--- config.mk ---
export PLATFORM = sky130hd
export DESIGN_NAME = periph_rx
export DESIGN_NICKNAME = d
export VERILOG_FILES = /design/src/rtl/periph_rx.sv
export SDC_FILE = /design/constraint.sdc
export NUM_CORES = 1
export LEC_CHECK = 0
export CORE_UTILIZATION = 45
export CTS_CLUSTER_SIZE = 8
export DETAILED_ROUTE_END_ITERATION = 8
export PLACE_DENSITY_LB_ADDON = 0.25
export SETUP_SLACK_MARGIN = 0.02
export SYNTH_ARGS = -nofsm -noshare
export SYNTH_HDL_FRONTEND = slang
export SYNTH_SLANG_ARGS = --single-unit
--- constraint.sdc ---
create_clock -name per_clock -period 2.6 [get_ports per_clock]
set_clock_uncertainty 0.1 [all_clocks]
set_input_delay 0.26 -clock per_clock [delete_from_list [all_inputs] [get_ports per_clock]]
set_output_delay 0.26 -clock per_clock [all_outputs]
set_load 0.05 [all_outputs]
--- src/rtl/periph_rx.sv ---
// Upstream request/acknowledge receiver feeding a first-word-fall-through FIFO.
// It counts the words it accepts and keeps a sticky flag for upstream data-hold violations.
module periph_rx #(
  parameter int WIDTH = 4,
  parameter int DEPTH = 4
) (
  input  logic             per_clock,
  input  logic             per_reset,
  input  logic             cpu_send,
  input  logic [WIDTH-1:0] cpu_dados,
  output logic             cpu_ack,
  output logic [WIDTH-1:0] per_dout,
  output logic             per_valid,
  input  logic             per_ready,
  output logic [7:0]       per_count,
  output logic             per_proto_err
);

  localparam int AW = $clog2(DEPTH);

  typedef enum logic {IDLE, ACK} state_t;

  state_t           state_q, state_d;
  logic             send_q;
  logic [WIDTH-1:0] dados_q;
  logic [WIDTH-1:0] cap_q, cap_d;
  logic [7:0]       count_q, count_d;
  logic             err_q, err_d;
  logic [AW-1:0]    wr_ptr_q, wr_ptr_d;
  logic [AW-1:0]    rd_ptr_q, rd_ptr_d;
  logic [AW:0]      occ_q, occ_d;
  logic [WIDTH-1:0] mem_q [DEPTH];
  logic             full;
  logic             wr_en;
  logic             rd_en;

  // The occupancy before this edge decides "full", so a read on the same edge cannot free a slot for a write.
  assign full  = (occ_q == (AW+1)'(DEPTH));
  assign rd_en = (occ_q != '0) && per_ready;

  always_comb begin
    state_d = state_q;
    cap_d   = cap_q;
    count_d = count_q;
    err_d   = err_q;
    wr_en   = 1'b0;
    case (state_q)
      IDLE: begin
        if (send_q && !full) begin
          wr_en   = 1'b1;
          cap_d   = dados_q;
          count_d = count_q + 8'd1;
          state_d = ACK;
        end
      end
      ACK: begin
        if (send_q) begin
          if (dados_q != cap_q) err_d = 1'b1;
        end else begin
          state_d = IDLE;
        end
      end
      default: state_d = IDLE;
    endcase
  end

  always_comb begin
    wr_ptr_d = wr_en ? wr_ptr_q + AW'(1) : wr_ptr_q;
    rd_ptr_d = rd_en ? rd_ptr_q + AW'(1) : rd_ptr_q;
    occ_d    = occ_q;
    case ({wr_en, rd_en})
      2'b10:   occ_d = occ_q + (AW+1)'(1);
      2'b01:   occ_d = occ_q - (AW+1)'(1);
      default: occ_d = occ_q;
    endcase
  end

  always_ff @(posedge per_clock or negedge per_reset) begin
    if (!per_reset) begin
      state_q  <= IDLE;
      send_q   <= 1'b0;
      dados_q  <= '0;
      cap_q    <= '0;
      count_q  <= '0;
      err_q    <= 1'b0;
      wr_ptr_q <= '0;
      rd_ptr_q <= '0;
      occ_q    <= '0;
    end else begin
      state_q  <= state_d;
      send_q   <= cpu_send;
      dados_q  <= cpu_dados;
      cap_q    <= cap_d;
      count_q  <= count_d;
      err_q    <= err_d;
      wr_ptr_q <= wr_ptr_d;
      rd_ptr_q <= rd_ptr_d;
      occ_q    <= occ_d;
    end
  end

  // Storage needs no reset; per_dout is gated to zero whenever the FIFO is empty.
  always_ff @(posedge per_clock) begin
    if (wr_en) mem_q[wr_ptr_q] <= dados_q;
  end

  assign cpu_ack       = (state_q == ACK);
  assign per_valid     = (occ_q != '0);
  assign per_dout      = per_valid ? mem_q[rd_ptr_q] : '0;
  assign per_count     = count_q;
  assign per_proto_err = err_q;

endmodule

==> impl_metrics.json <==
{
  "outcome": "complete, no violations",
  "gr-total-overflow": 0,
  "critPathMaxFanout": 7,
  "yosysMostFrequentCell": "dfrtp_1",
  "rows": 22,
  "drt_wl_total_um": 2660,
  "critPathRequiredTime_ns": 2.24,
  "io_pins": 23,
  "p_int_w": 0.00159,
  "tns_ns": 0,
  "setup.worst_path.end_class": "output port",
  "coreArea_mm2": 0.00374,
  "fmaxAchievable_mhz": 434,
  "antenna_found_initial": 0,
  "grt_max_degree": 27,
  "fin_cells": 193,
  "viasPerCell": 4.90,
  "clk_root_buffer_cell": "clkbuf_8",
  "initial_core_util_pct": 47.8,
  "syn_inst": 116,
  "synthArstFlopShare_pct": 61.9,
  "path_buf_inv": 1,
  "worst_slew_pin_slew_ns": 0.517,
  "rsz0062_at_grt": "false",
  "die_area_mm2": 0.00423,
  "io_buffers": 22,
  "cts.path.max_buffers": 2,
  "synth_top_cell_area_share_pct": 36.3,
  "min_period_ns": 2.30,
  "drive_gt1_share_pct": 15.9,
  "drv_slew": 0,
  "grt_usage_pct": 15.8,
  "slew_headroom_pct": 65.4,
  "p_sw_w": 0.000983,
  "antenna_cells": 0,
  "vias": 946,
  "syn_area_mm2": 0.00179,
  "switching_share_pct": 38.2,
  "dp_slack_ns": 0.338,
  "avgSynthCellArea_um2": 15.4,
  "cp-start-kind": "flop",
  "finalPower_w": 0.00258,
  "setup_slack_ns": 0.298,
  "yosysWarnings": 0,
  "insertion_delay_ns": 0.29,
  "synth-edff-count": 16,
  "synth_seq_cells": 42,
  "crit_family": "buffers and inverters",
  "critPathKind": "flop to output port",
  "areaGrowthSynthToFinish_pct": 21.5,
  "p_comb_share_pct": 41.0,
  "synthTopCellsByArea": "dfrtp_1, edfxtp_1, mux4_2",
  "nets": 159,
  "drtAntennaViolNets": 0,
  "maxCapViolations": 0,
  "yosys-top-cells-count": "dfrtp_1, edfxtp_1, xor2_1, and2_1",
  "dp_cells": 185,
  "whs_ns": 0.229,
  "seq_power_share_pct": 40.0,
  "clk_transition_reported_paths_ns": 0.08,
  "first_pass_iters": 4,
  "initialDrtViolationCount": 43,
  "grt_pass1_vias": 1026,
  "drcViolationCount": 0,
  "vdd_drop_max_mv": 0.620,
  "cts_buffers": 5,
  "synth_nets": 131,
  "r2r_cells": 9,
  "fillers": 299,
  "path_depth": 2,
  "worstPathArrival_ns": 1.94,
  "p_per_area_mw_per_mm2": 1180,
  "wire_per_inst_um": 13.8,
  "slowest_stage": "clkdlybuf4s50_1",
  "max_stage_delay_ns": 0.73,
  "final-hold-violation-count": 0,
  "ys.flop_type": "dfrtp_1",
  "cts_max_level": 2,
  "dieHeight_um": 65.1,
  "setup_violations": 0,
  "clkPwrFrac_pct": 19.0,
  "grt_pass1_wl_um": 4880,
  "min_path_type": "primary input to async pin",
  "die_w_um": 65.1,
  "finalCritPeriodShare_pct": 88.5,
  "place_hpwl_um": 1930,
  "synth_area_leader_cell": "dfrtp_1",
  "yosysSeqAreaShare_pct": 63.2,
  "cts_sinks": 42,
  "leakagePower_nw": 0.914,
  "cts_tree": "done",
  "ys_types": 29,
  "globalplace.congestion": 0.732,
  "path_cells": "or3_1, clkdlybuf4s50_1"
}
==> cell families after synthesis <==
| kind of cell | after synthesis | share of synthesized area [%] |
|---|---|---|
| xor+xnor | 17 | 8.32 |
| fa+ha+maj | 7 | 5.31 |
| simple gates | 27 | 9.64 |
| buf+inv | 10 | 2.66 |
| flops | 42 | 63.2 |
| compound gates | 2 | 0.909 |
| mux | 11 | 9.99 |
==> metrics by stage <==
step	area (µm²)	utilization, %
floorplan	1790	-
global placement	2060	55.1
detailed placement	2060	55.1
CTS	2170	58.0
global route	2180	58.1
finish	2180	58.1
==> flip-flops by register name (all words and copies together), names as in the netlist <==
name,cells
mem_q,16
wr_ptr_q,2
occ_q,3
cpu_ack,1
send_q,1
per_count,8
dados_q,4
per_proto_err,1
cap_q,4
rd_ptr_q,2
==> repair_timing <==
action | in CTS | in global routing
gates resized for setup | 2 | 2
endpoints found under the setup margin | 2 | 2
hold buffers | 0 | 0
setup buffers | 0 | 0
==> power by group through the flow <==
| stage | clock, W | combinational [W] | sequential, W |
|---|---|---|---|
| after CTS | 0.000507 | 0.00107 | 0.00103 |
| after global routing | 0.000537 | 0.00115 | 0.00106 |
| after floorplan | 0 | 0.000676 | 0.00114 |
| after global placement | 0 | 0.00105 | 0.00103 |
| final | 0.000490 | 0.00106 | 0.00103 |
| after detailed placement | 0 | 0.00108 | 0.00104 |
==> layout by cell type, fill, tap and decap left out, types with 4 or more instances in the layout <==
master / count
xnor2_1: 7
mux4_2: 4
inv_1: 7
and2_1: 9
xor2_1: 10
edfxtp_1: 16
clkdlybuf4s50_1: 18
clkbuf_8: 5
dfrtp_1: 26
ha_1: 6
==> worst paths after layout <==
check | start | to | slack, ns
setup / recovery | occ_q[0]$_DFFE_PN0P_ | per_valid | 0.30
setup reg to reg | occ_q[0]$_DFFE_PN0P_ | occ_q[2]$_DFFE_PN0P_ | 0.40
max in group asynchronous | per_reset | cap_q[3]$_DFFE_PN0P_ | 1.91
hold reg to reg | per_count[7]$_DFFE_PN0P_ | per_count[7]$_DFFE_PN0P_ | 0.37
min in group per_clock | cpu_dados[1] | dados_q[1]$_DFF_PN0_ | 0.31
hold / removal | per_reset | rd_ptr_q[1]$_DFFE_PN0P_ | 0.23
==> final cells by class <==
class	instances	area, µm²	share of cell area, %
Sequential cell	42	1130	52.0
Tap cell	48	60.1	2.76
Timing Repair Buffer	24	238	10.9
Clock inverter	3	40.0	1.84
Multi-Input combinational cell	64	612	28.1
Clock buffer	5	68.8	3.16
Inverter	7	26.3	1.21
==> layer usage <==
layer	up-vias	part of all wire, %	track usage, %
met1	455	46	21.6
met5	-	0	0
met3	7	4.4	4.23
li1	459	-	-
met2	25	48	23.6
met4	0	1.8	7.34
No activity file was read; power rests on OpenSTA's default activity.
==> patch, RTL diff (same flow settings) <==
The parameter `WIDTH` goes from 4 to 3.
--- a/src/rtl/periph_rx.sv
+++ b/src/rtl/periph_rx.sv
@@ -1,7 +1,7 @@
 // Upstream request/acknowledge receiver feeding a first-word-fall-through FIFO.
 // It counts the words it accepts and keeps a sticky flag for upstream data-hold violations.
 module periph_rx #(
-  parameter int WIDTH = 4,
+  parameter int WIDTH = 3,
   parameter int DEPTH = 4
 ) (
   input  logic             per_clock,
Interface: changed (resized cpu_dados and per_dout); port bits go from 23 to 21. No check against the original RTL was run, so the function may have changed too.
==> patch against the original RTL <==
Worst setup slack lost 0.052 ns. Register-to-register slack improved by 0.08 ns. Critical path depth unchanged. Routed wire length decreased by 12%. Total power is 17% lower. Design area decreased by 13%. Area after synthesis shrank 11%. Sequential cell count decreased by 6. Largest cell class unchanged. Highest routed layer unchanged.
==> patch: results <==
[worst_setup_path]
arrival_ns = 1.99
cp_slowest_stage_delay_ns = 0.73
cp_max_fo = 6
critPathTopFamily = buffers and inverters
worst_path_max_delay_cell = clkdlybuf4s50_1

[detailed_routing]
drt-initial-drc-count = 10
wl_met2_um = 1070
wl_met1_um = 1100
drt_wl_total_um = 2340
top_layer = met4
wl_met3_um = 120
viasPerCell = 4.67
first_pass_iters = 4

[status]
status = finished, final reports clean

[global_routing]
grt_pass1_wl_um = 4120
use_met3_pct = 7.14
use_met1_pct = 21.6
grt_pass1_vias = 816
use_met2_pct = 22.9
track_usage_pct = 16.2
grt_max_degree = 25
antenna_found_initial = 0

[placement]
placement.io_buffers = 20
dpl_cell_area_mm2 = 0.00184
place_congestion = 0.710
hpwlAfterDp_um = 1680

[min_path]
min_path_type = in -> async

[synth]
synth_area_leaders = dfrtp_1 (38%), edfxtp_1 (23%), xnor2_1 (4.9%), ha_1 (4.7%), mux4_2 (4.2%)
synth_ff_type = dfrtp_1
ys_async_sr_fraction_pct = 66.7
post_synth_most_frequent_cells = dfrtp_1 (24), edfxtp_1 (12), xnor2_1 (9)
synthesis.nets = 119
yosysUniqueCellTypes = 32
synth_edf_count = 12
seq_area_frac_synth_pct = 60.3

[cts]
insertion_delay_ns = 0.34
cts_root_buf = clkbuf_4
clk_path_buf_depth = 2
clkTransAtPathRegs_ns = 0.10
postCtsSetupRepairBufs = 0
numCtsBuffers = 5
cts.repair.resized = 3

[cells_and_area]
fin_area_mm2 = 0.00189
regMostFlops = mem_q
largest_reg_flops = 12
fill_cells = 308
drive_gt1_share_pct = 17.4
nNetsFinal = 145

[timing]
max_freq_mhz = 425
relSlewSlack_pct = 66.0

[power_and_ir_drop]
leakagePower_nw = 0.785
vdd_drop_max_v = 0.000533
-- patch: worst register-to-register path, stage by stage (launching register included) --
cell	delay, ns
dfrtp_1	0.46
or3_1	0.47
and2_4	0.20
ha_1	0.19
inv_1	0.07
fa_1	0.17
xor2_1	0.15
nor2_1	0.06
xor2_1	0.13
-- patch: where the power goes --
group          internal, mW  total, mW  leakage (nW)  switching [mW]
clock network         0.100      0.274        0.0273           0.174
logic                 0.422      0.970         0.362           0.548
registers             0.742      0.903         0.395           0.161
-- patch: metrics by stage --
step	cells	hold WS, ns	setup WS (ns)
2_1_floorplan	105	-0.136	0.429
3_3_place_gp	170	0.362	0.389
3_5_place_dp	170	0.373	0.337
4_1_cts	178	0.176	0.214
5_1_grt	178	0.183	0.145
6_report	178	0.170	0.246
-- patch: final timing paths --
kind	endpoint	depth (start not counted)	slack (ns)
max	per_valid	2	0.25
min	rd_ptr_q[0]	2	0.17
max reg2reg	occ_q[2]	8	0.48
min reg2reg	per_count[7]	1	0.38
max in group asynchronous	per_count[3]	2	1.98
min in group per_clock	dados_q[2]	1	0.25
-- patch: logic make-up after synthesis --
family | Yosys count | synth area share (%)
buf+inv | 9 | 2.75
mux | 9 | 9.11
simple gates | 26 | 12.0
xor+xnor | 16 | 8.80
compound gates | 2 | 1.02
flops | 36 | 60.3
fa+ha+maj | 7 | 5.97
-- patch: layout make-up --
| class | count | area share (%) |
|---|---|---|
| Sequential cell | 36 | 50.9 |
| Inverter | 6 | 1.19 |
| Timing Repair Buffer | 22 | 11.2 |
| Multi-Input combinational cell | 60 | 31.1 |
| Clock buffer | 6 | 2.19 |
| Tap cell | 46 | 3.05 |
| Clock inverter | 2 | 0.397 |
